<file path="config.mk">
export PLATFORM = sky130hd
export DESIGN_NAME = madd_error_monitor
export DESIGN_NICKNAME = d
export VERILOG_FILES = /design/src/rtl/madd_eval_pkg.sv /design/src/rtl/madd_exact_ref.sv /design/src/rtl/madd_error_monitor.sv
export SDC_FILE = /design/constraint.sdc
export NUM_CORES = 1
export LEC_CHECK = 0
export CORE_ASPECT_RATIO = 1.75
export CORE_MARGIN = 5
export CORE_UTILIZATION = 40
export DETAILED_ROUTE_END_ITERATION = 10
export PLACE_DENSITY_LB_ADDON = 0.1
export SYNTH_ARGS = -nofsm -noshare
export SYNTH_HDL_FRONTEND = slang
export SYNTH_SLANG_ARGS = --single-unit
export TNS_END_PERCENT = 100
</file>
<file path="constraint.sdc">
create_clock -name clk -period 3.98 [get_ports clk]
set_input_delay 0.995 -clock clk [delete_from_list [all_inputs] [get_ports clk]]
set_output_delay 0.995 -clock clk [all_outputs]
set_load 0.05 [all_outputs]
</file>
<file path="src/rtl/madd_eval_pkg.sv">
// Shared definitions for the approximate multiply-add error monitor:
// FSM state encoding, operand field positions and the exact a*b+c model.
package madd_eval_pkg;

   typedef enum logic [1:0] {
      IDLE  = 2'd0,
      SWEEP = 2'd1,
      DRAIN = 2'd2,
      DONE  = 2'd3
   } state_e;

   // Operand fields inside a 6-bit input vector: a=[1:0], b=[3:2], c=[5:4]
   localparam int FIELD_W = 2;
   localparam int A_LSB   = 0;
   localparam int B_LSB   = 2;
   localparam int C_LSB   = 4;

   // Exact reference result a*b+c; the largest value (3*3+3=12) fits in 4 bits
   function automatic logic [3:0] madd_exact(input logic [5:0] vec);
      logic [3:0] a;
      logic [3:0] b;
      logic [3:0] c;
      a = {2'b00, vec[A_LSB +: FIELD_W]};
      b = {2'b00, vec[B_LSB +: FIELD_W]};
      c = {2'b00, vec[C_LSB +: FIELD_W]};
      return (a * b) + c;
   endfunction

endpackage

</file>
<file path="src/rtl/madd_exact_ref.sv">
// Combinational exact multiply-add model. Zero-extends the vector into the
// 6-bit operand layout and returns a*b+c in N_OUT bits.
module madd_exact_ref
   import madd_eval_pkg::*;
#(
   parameter int N_IN  = 6,
   parameter int N_OUT = 4
) (
   input  logic [N_IN-1:0]  vec_i,
   output logic [N_OUT-1:0] exact_o
);

   logic [5:0] vec6;

   // Fit the incoming vector to the fixed operand layout and evaluate the model
   always_comb begin
      vec6    = 6'(vec_i);
      exact_o = N_OUT'(madd_exact(vec6));
   end

endmodule

</file>
<file path="src/rtl/madd_error_monitor.sv">
// Sweep-and-compare harness for approximate multiply-add netlists.
// Drives every input vector once, lines the DUT output up with the vector
// that produced it, and accumulates max error, error sum and the number of
// vectors whose error exceeds the threshold.
module madd_error_monitor
   import madd_eval_pkg::*;
#(
   parameter int N_IN    = 6,
   parameter int N_OUT   = 4,
   parameter int ET      = 2,
   parameter int DUT_LAT = 0
) (
   input  logic                  clk,
   input  logic                  rst_n,
   input  logic                  start,
   output logic                  busy,
   output logic                  done,
   output logic [N_IN-1:0]       stim,
   output logic                  stim_vld,
   input  logic [N_OUT-1:0]      approx_in,
   output logic [N_OUT-1:0]      max_err,
   output logic [N_IN+N_OUT-1:0] err_sum,
   output logic [N_IN:0]         viol_cnt,
   output logic                  pass
);

   localparam logic [N_OUT-1:0] ET_V       = N_OUT'(ET);
   localparam logic [2:0]       DRAIN_LAST = (DUT_LAT > 0) ? 3'(DUT_LAT - 1) : 3'd0;

   state_e                 state_q, state_d;
   logic [N_IN:0]          cnt_q, cnt_d, cntInc;
   logic [2:0]             drain_q, drain_d;
   logic                   startSweep;
   logic                   enterDone;

   logic [N_IN-1:0]        dlyStim;
   logic                   dlyVld;
   logic [N_OUT-1:0]       exactVal;
   logic signed [N_OUT:0]  diff;
   logic [N_OUT-1:0]       errMag;

   logic [N_OUT-1:0]       maxErr_q, maxErr_d;
   logic [N_IN+N_OUT-1:0]  errSum_q, errSum_d;
   logic [N_IN:0]          violCnt_q, violCnt_d;
   logic                   pass_q, pass_d;

   // The extra counter bit flags the last vector: cnt+1 carries into it
   assign cntInc = cnt_q + (N_IN+1)'(1);

   // State, vector counter and drain counter registers
   always_ff @(posedge clk or negedge rst_n) begin
      if (!rst_n) begin
         state_q <= IDLE;
         cnt_q   <= '0;
         drain_q <= '0;
      end else begin
         state_q <= state_d;
         cnt_q   <= cnt_d;
         drain_q <= drain_d;
      end
   end

   // Next-state logic: walk every vector once, wait out the DUT pipeline, pulse done
   always_comb begin
      state_d    = state_q;
      cnt_d      = cnt_q;
      drain_d    = drain_q;
      startSweep = 1'b0;
      enterDone  = 1'b0;
      case (state_q)
         IDLE: begin
            if (start) begin
               state_d    = SWEEP;
               cnt_d      = '0;
               startSweep = 1'b1;
            end
         end
         SWEEP: begin
            if (cntInc[N_IN]) begin
               if (DUT_LAT > 0) begin
                  state_d = DRAIN;
                  drain_d = '0;
               end else begin
                  state_d   = DONE;
                  enterDone = 1'b1;
               end
            end else begin
               cnt_d = cntInc;
            end
         end
         DRAIN: begin
            if (drain_q == DRAIN_LAST) begin
               state_d   = DONE;
               enterDone = 1'b1;
            end else begin
               drain_d = drain_q + 3'd1;
            end
         end
         DONE: begin
            state_d = IDLE;
         end
         default: begin
            state_d = IDLE;
         end
      endcase
   end

   assign stim     = cnt_q[N_IN-1:0];
   assign stim_vld = (state_q == SWEEP);
   assign busy     = (state_q == SWEEP) || (state_q == DRAIN);
   assign done     = (state_q == DONE);

   // Delay stim/stim_vld by the DUT latency so each sample meets its own vector
   generate
      if (DUT_LAT == 0) begin : g_noDelay
         assign dlyStim = stim;
         assign dlyVld  = stim_vld;
      end else begin : g_delay
         logic [N_IN-1:0]    stimPipe_q [DUT_LAT];
         logic [DUT_LAT-1:0] vldPipe_q;

         // Shift register carrying the issued vector alongside its valid flag
         always_ff @(posedge clk or negedge rst_n) begin
            if (!rst_n) begin
               vldPipe_q <= '0;
               for (int i = 0; i < DUT_LAT; i++) begin
                  stimPipe_q[i] <= '0;
               end
            end else begin
               vldPipe_q[0]  <= stim_vld;
               stimPipe_q[0] <= stim;
               for (int i = 1; i < DUT_LAT; i++) begin
                  vldPipe_q[i]  <= vldPipe_q[i-1];
                  stimPipe_q[i] <= stimPipe_q[i-1];
               end
            end
         end

         assign dlyStim = stimPipe_q[DUT_LAT-1];
         assign dlyVld  = vldPipe_q[DUT_LAT-1];
      end
   endgenerate

   madd_exact_ref #(
      .N_IN  (N_IN),
      .N_OUT (N_OUT)
   ) u_exact (
      .vec_i   (dlyStim),
      .exact_o (exactVal)
   );

   // Absolute error between the exact model and the DUT sample
   always_comb begin
      diff   = $signed({1'b0, exactVal}) - $signed({1'b0, approx_in});
      errMag = diff[N_OUT] ? N_OUT'(-diff) : diff[N_OUT-1:0];
   end

   // Accumulator update: clear on sweep start, fold in each aligned sample, latch pass on entry to DONE
   always_comb begin
      maxErr_d  = maxErr_q;
      errSum_d  = errSum_q;
      violCnt_d = violCnt_q;
      pass_d    = pass_q;
      if (startSweep) begin
         maxErr_d  = '0;
         errSum_d  = '0;
         violCnt_d = '0;
         pass_d    = 1'b0;
      end else if (dlyVld) begin
         errSum_d  = errSum_q + (N_IN+N_OUT)'(errMag);
         violCnt_d = violCnt_q + (N_IN+1)'(errMag > ET_V);
         if (errMag > maxErr_q) begin
            maxErr_d = errMag;
         end
      end
      if (enterDone) begin
         pass_d = (maxErr_d <= ET_V);
      end
   end

   // Accumulator registers
   always_ff @(posedge clk or negedge rst_n) begin
      if (!rst_n) begin
         maxErr_q  <= '0;
         errSum_q  <= '0;
         violCnt_q <= '0;
         pass_q    <= 1'b0;
      end else begin
         maxErr_q  <= maxErr_d;
         errSum_q  <= errSum_d;
         violCnt_q <= violCnt_d;
         pass_q    <= pass_d;
      end
   end

   assign max_err  = maxErr_q;
   assign err_sum  = errSum_q;
   assign viol_cnt = violCnt_q;
   assign pass     = pass_q;

endmodule

</file>
==> results by group <==
Die
  – Die footprint: 0.00744 mm2
  – IO Pins: 38
  – Initial Util: 41.3%
  – Die height: 110 um
  – Site row count: 36
  – Core footprint: 0.00559 mm2
  – Die X: 67.4 um

Global route
  – First-pass GRT wire length: 9070 um
  – Overall routing resource usage: 15.5%
  – Number of global-route vias before repair: 1,996
  – Total grt overflow: 0
  – Antenna violations before repair: 0
  – Largest net degree at the start of global routing: 34

STA
  – Slew HR: 48.5%
  – Period utilization: 101%
  – Layout Skew: 0.00850 ns
  – RSZ-0062 raised after global routing: true
  – Final Hold Slack: 0.496 ns
  – Final-report setup violation count: 3
  – Hold Vio Cnt, Final: 0
  – Fin crit period: 4.03 ns
  – Worst-Margin Slew: 0.772 ns
  – Final number of max-transition violations: 0
  – Max Clk Rate: 248 MHz
  – Setup TNS: -0.0778 ns
  – Setup WS post-layout: -0.0464 ns

Synth
  – #FFs+latches synth: 33
  – Post-synth EDFFs: 0
  – Top cells by area, synth: dfrtp_1 36%, ha_1 15%, nor2_1 4.2%
  – Gate Count Post-Synth: 241
  – Synth Flop Type: dfrtp_1
  – Mapped cell area: 0.00230 mm2
  – Syn_area_per_cell: 9.56 um2
  – Post-synthesis sequential area ratio: 35.8%
  – Post-Syn Nets: 279
  – Most common cell in the netlist: dfrtp_1
  – Synth cell types: 45
  – Post-synth ARST share: 100%
  – Largest area contributor in the netlist: dfrtp_1
  – Synth top area share: 35.8%
  – Synth cell count leaders: 33 x dfrtp_1, 27 x ha_1, 26 x nor2_1, 18 x inv_1, 18 x nand2_1
  – Warning count from the yosys run: 0

CTS
  – TritonCTS Sinks: 33
  – TritonCTS clock tree: done
  – H-tree depth: 2
  – CTS Root Cell: clkbuf_8
  – Clock slew seen by the registers of the worst setup and hold paths: 0.07 ns
  – Skew-Pair Late Insertion Delay: 0.28 ns
  – Clk buf depth: 2
  – Clock buffer count from CTS: 5

Placement
  – Placed cell areas: 0.00301 mm2
  – Inst Count DP: 372
  – Dpl hpwl: 4020 um
  – Port bufs: 37
  – Routability cong.: 0.784

Layout
  – Final nets: 353
  – Synth-to-Final Area Change: 43.9%
  – Fin cells: 392
  – Post-route cell area: 0.00332 mm2
  – Share of cells above drive strength 1: 26.9%
  – # diodes: 0

Critical path
  – Startpoint Class: flip-flop
  – WP data arrival: 4.17 ns
  – CP Capture Type: flip-flop
  – Worst reg2reg setup slack: -0.05 ns
  – WS Path Type: reg -> reg
  – Critical Path Fanout Max: 5
  – Crit path required time: 4.12 ns

Routing
  – 1st-iter DRT viols: 44
  – Drt wl/cell: 13.7 um
  – DR pass1 iterations: 4
  – Vias: 1,958
  – Drc violations: 0
  – DRT antenna net count: 0
  – Total length of routed wires: 5380 um
  – WL met3: 135 um
  – Max layer used: met4
  – M1 WL: 2110 um
  – Vias per cell: 4.99
  – Met2 wire length: 3040 um

Min path
  – Hold WC Path Type: reg -> reg

Run status
  – Status: finished with violations
  – Failing checks: negative setup slack

Job
  – Max Cap Violations: 0
-- worst max-delay path, stage by stage, from the launching register on --
cell and delay (ns):
dfrtp_2 0.40, and2_4 0.16, fa_1 0.45, ha_2 0.18, fa_1 0.48, ha_4 0.32
buf_6 0.11, and2b_2 0.21, a22oi_2 0.13, o32ai_2 0.10, ha_1 0.33, a21oi_2 0.14
nor2b_1 0.06, o311a_4 0.38, buf_4 0.14, buf_6 0.12, a21oi_2 0.13, nor2_1 0.05
-- logic make-up (layout without fill, tap and decap cells) --
family          Yosys count  count (layout)  share of synthesized area [%]
compound gates           45              45                           13.8
xor+xnor                 15              15                           6.03
fa+ha+maj                31              31                           18.1
buf+inv                  25             100                           4.18
flops                    33              33                           35.8
mux                       9               9                           4.02
simple gates             83              83                           18.0
-- metrics by stage --
step	utilization, %	worst slack, ns
final	59.4	-0.0464
after global routing	59.4	-0.256
after CTS	56.9	-0.0704
after detailed placement	53.9	-0.283
after global placement	53.9	-0.199
after floorplan	-	-0.0624
-- registers in the layout (all words and copies together), names as in the netlist --
register / cells
state_q: 2
drain_q: 3
err_sum: 10
max_err: 4
viol_cnt: 7
pass: 1
cnt_q: 6
-- worst paths after layout --
kind                                           to  cells after the start                   start
setup / recovery             max_err[1]$_DFF_PN0_                     17    cnt_q[2]$_DFFE_PN0P_
hold / removal             drain_q[2]$_DFFE_PN0P_                      1  drain_q[2]$_DFFE_PN0P_
setup reg to reg             max_err[1]$_DFF_PN0_                     17    cnt_q[2]$_DFFE_PN0P_
hold reg to reg            drain_q[2]$_DFFE_PN0P_                      1  drain_q[2]$_DFFE_PN0P_
max in group asynchronous    cnt_q[2]$_DFFE_PN0P_                      2                   rst_n
min in group asynchronous  err_sum[7]$_DFFE_PN0P_                      2                   rst_n
-- placed cells by master (no fill, tap or decap), types with 4 or more instances in the layout --
cell type and instances:
nand4_1 4, inv_1 18, xnor2_1 7, a21oi_1 8, a21o_1 5, or3_1 4, clkdlybuf4s50_1 37, and3_1 4
dfrtp_1 28, ha_1 20, clkbuf_8 6, ha_4 6, mux2i_1 6, a21oi_2 4, o21ai_0 11, nand2_1 17
xor2_1 6, and2_1 4, buf_4 31, dfrtp_2 5, nand3_1 6, nor2_1 23
-- routing by layer --
| metal | vias up | global-route usage [%] |
|---|---|---|
| li1 | 976 | - |
| met1 | 950 | 17.9 |
| met2 | 24 | 27.8 |
| met3 | 8 | 2.74 |
| met4 | 0 | 4.88 |
| met5 | - | 0 |
-- layout make-up --
type | count | area [um2]
repair buffers | 71 | 637
well taps | 76 | 95.1
clock inverters | 1 | 30.0
inverters | 21 | 81.3
multi-input cells | 183 | 1550
fillers | 534 | 2270
clock buffers | 7 | 86.3
flip-flops and latches | 33 | 832
-- repair_timing --
| item | CTS | global route |
|---|---|---|
| endpoints found under the hold margin | 0 | 0 |
| gates cloned | 0 | 0 |
| pin swaps | 10 | 17 |
| buffers inserted | 4 | 9 |
| setup endpoints to repair | 12 | 18 |
| hold buffers | 0 | 0 |
| gates resized for setup | 4 | 16 |
Power is left out: the tool's default activity adds up to more than one toggle a clock period on the data nets, which glitch-free logic cannot reach.
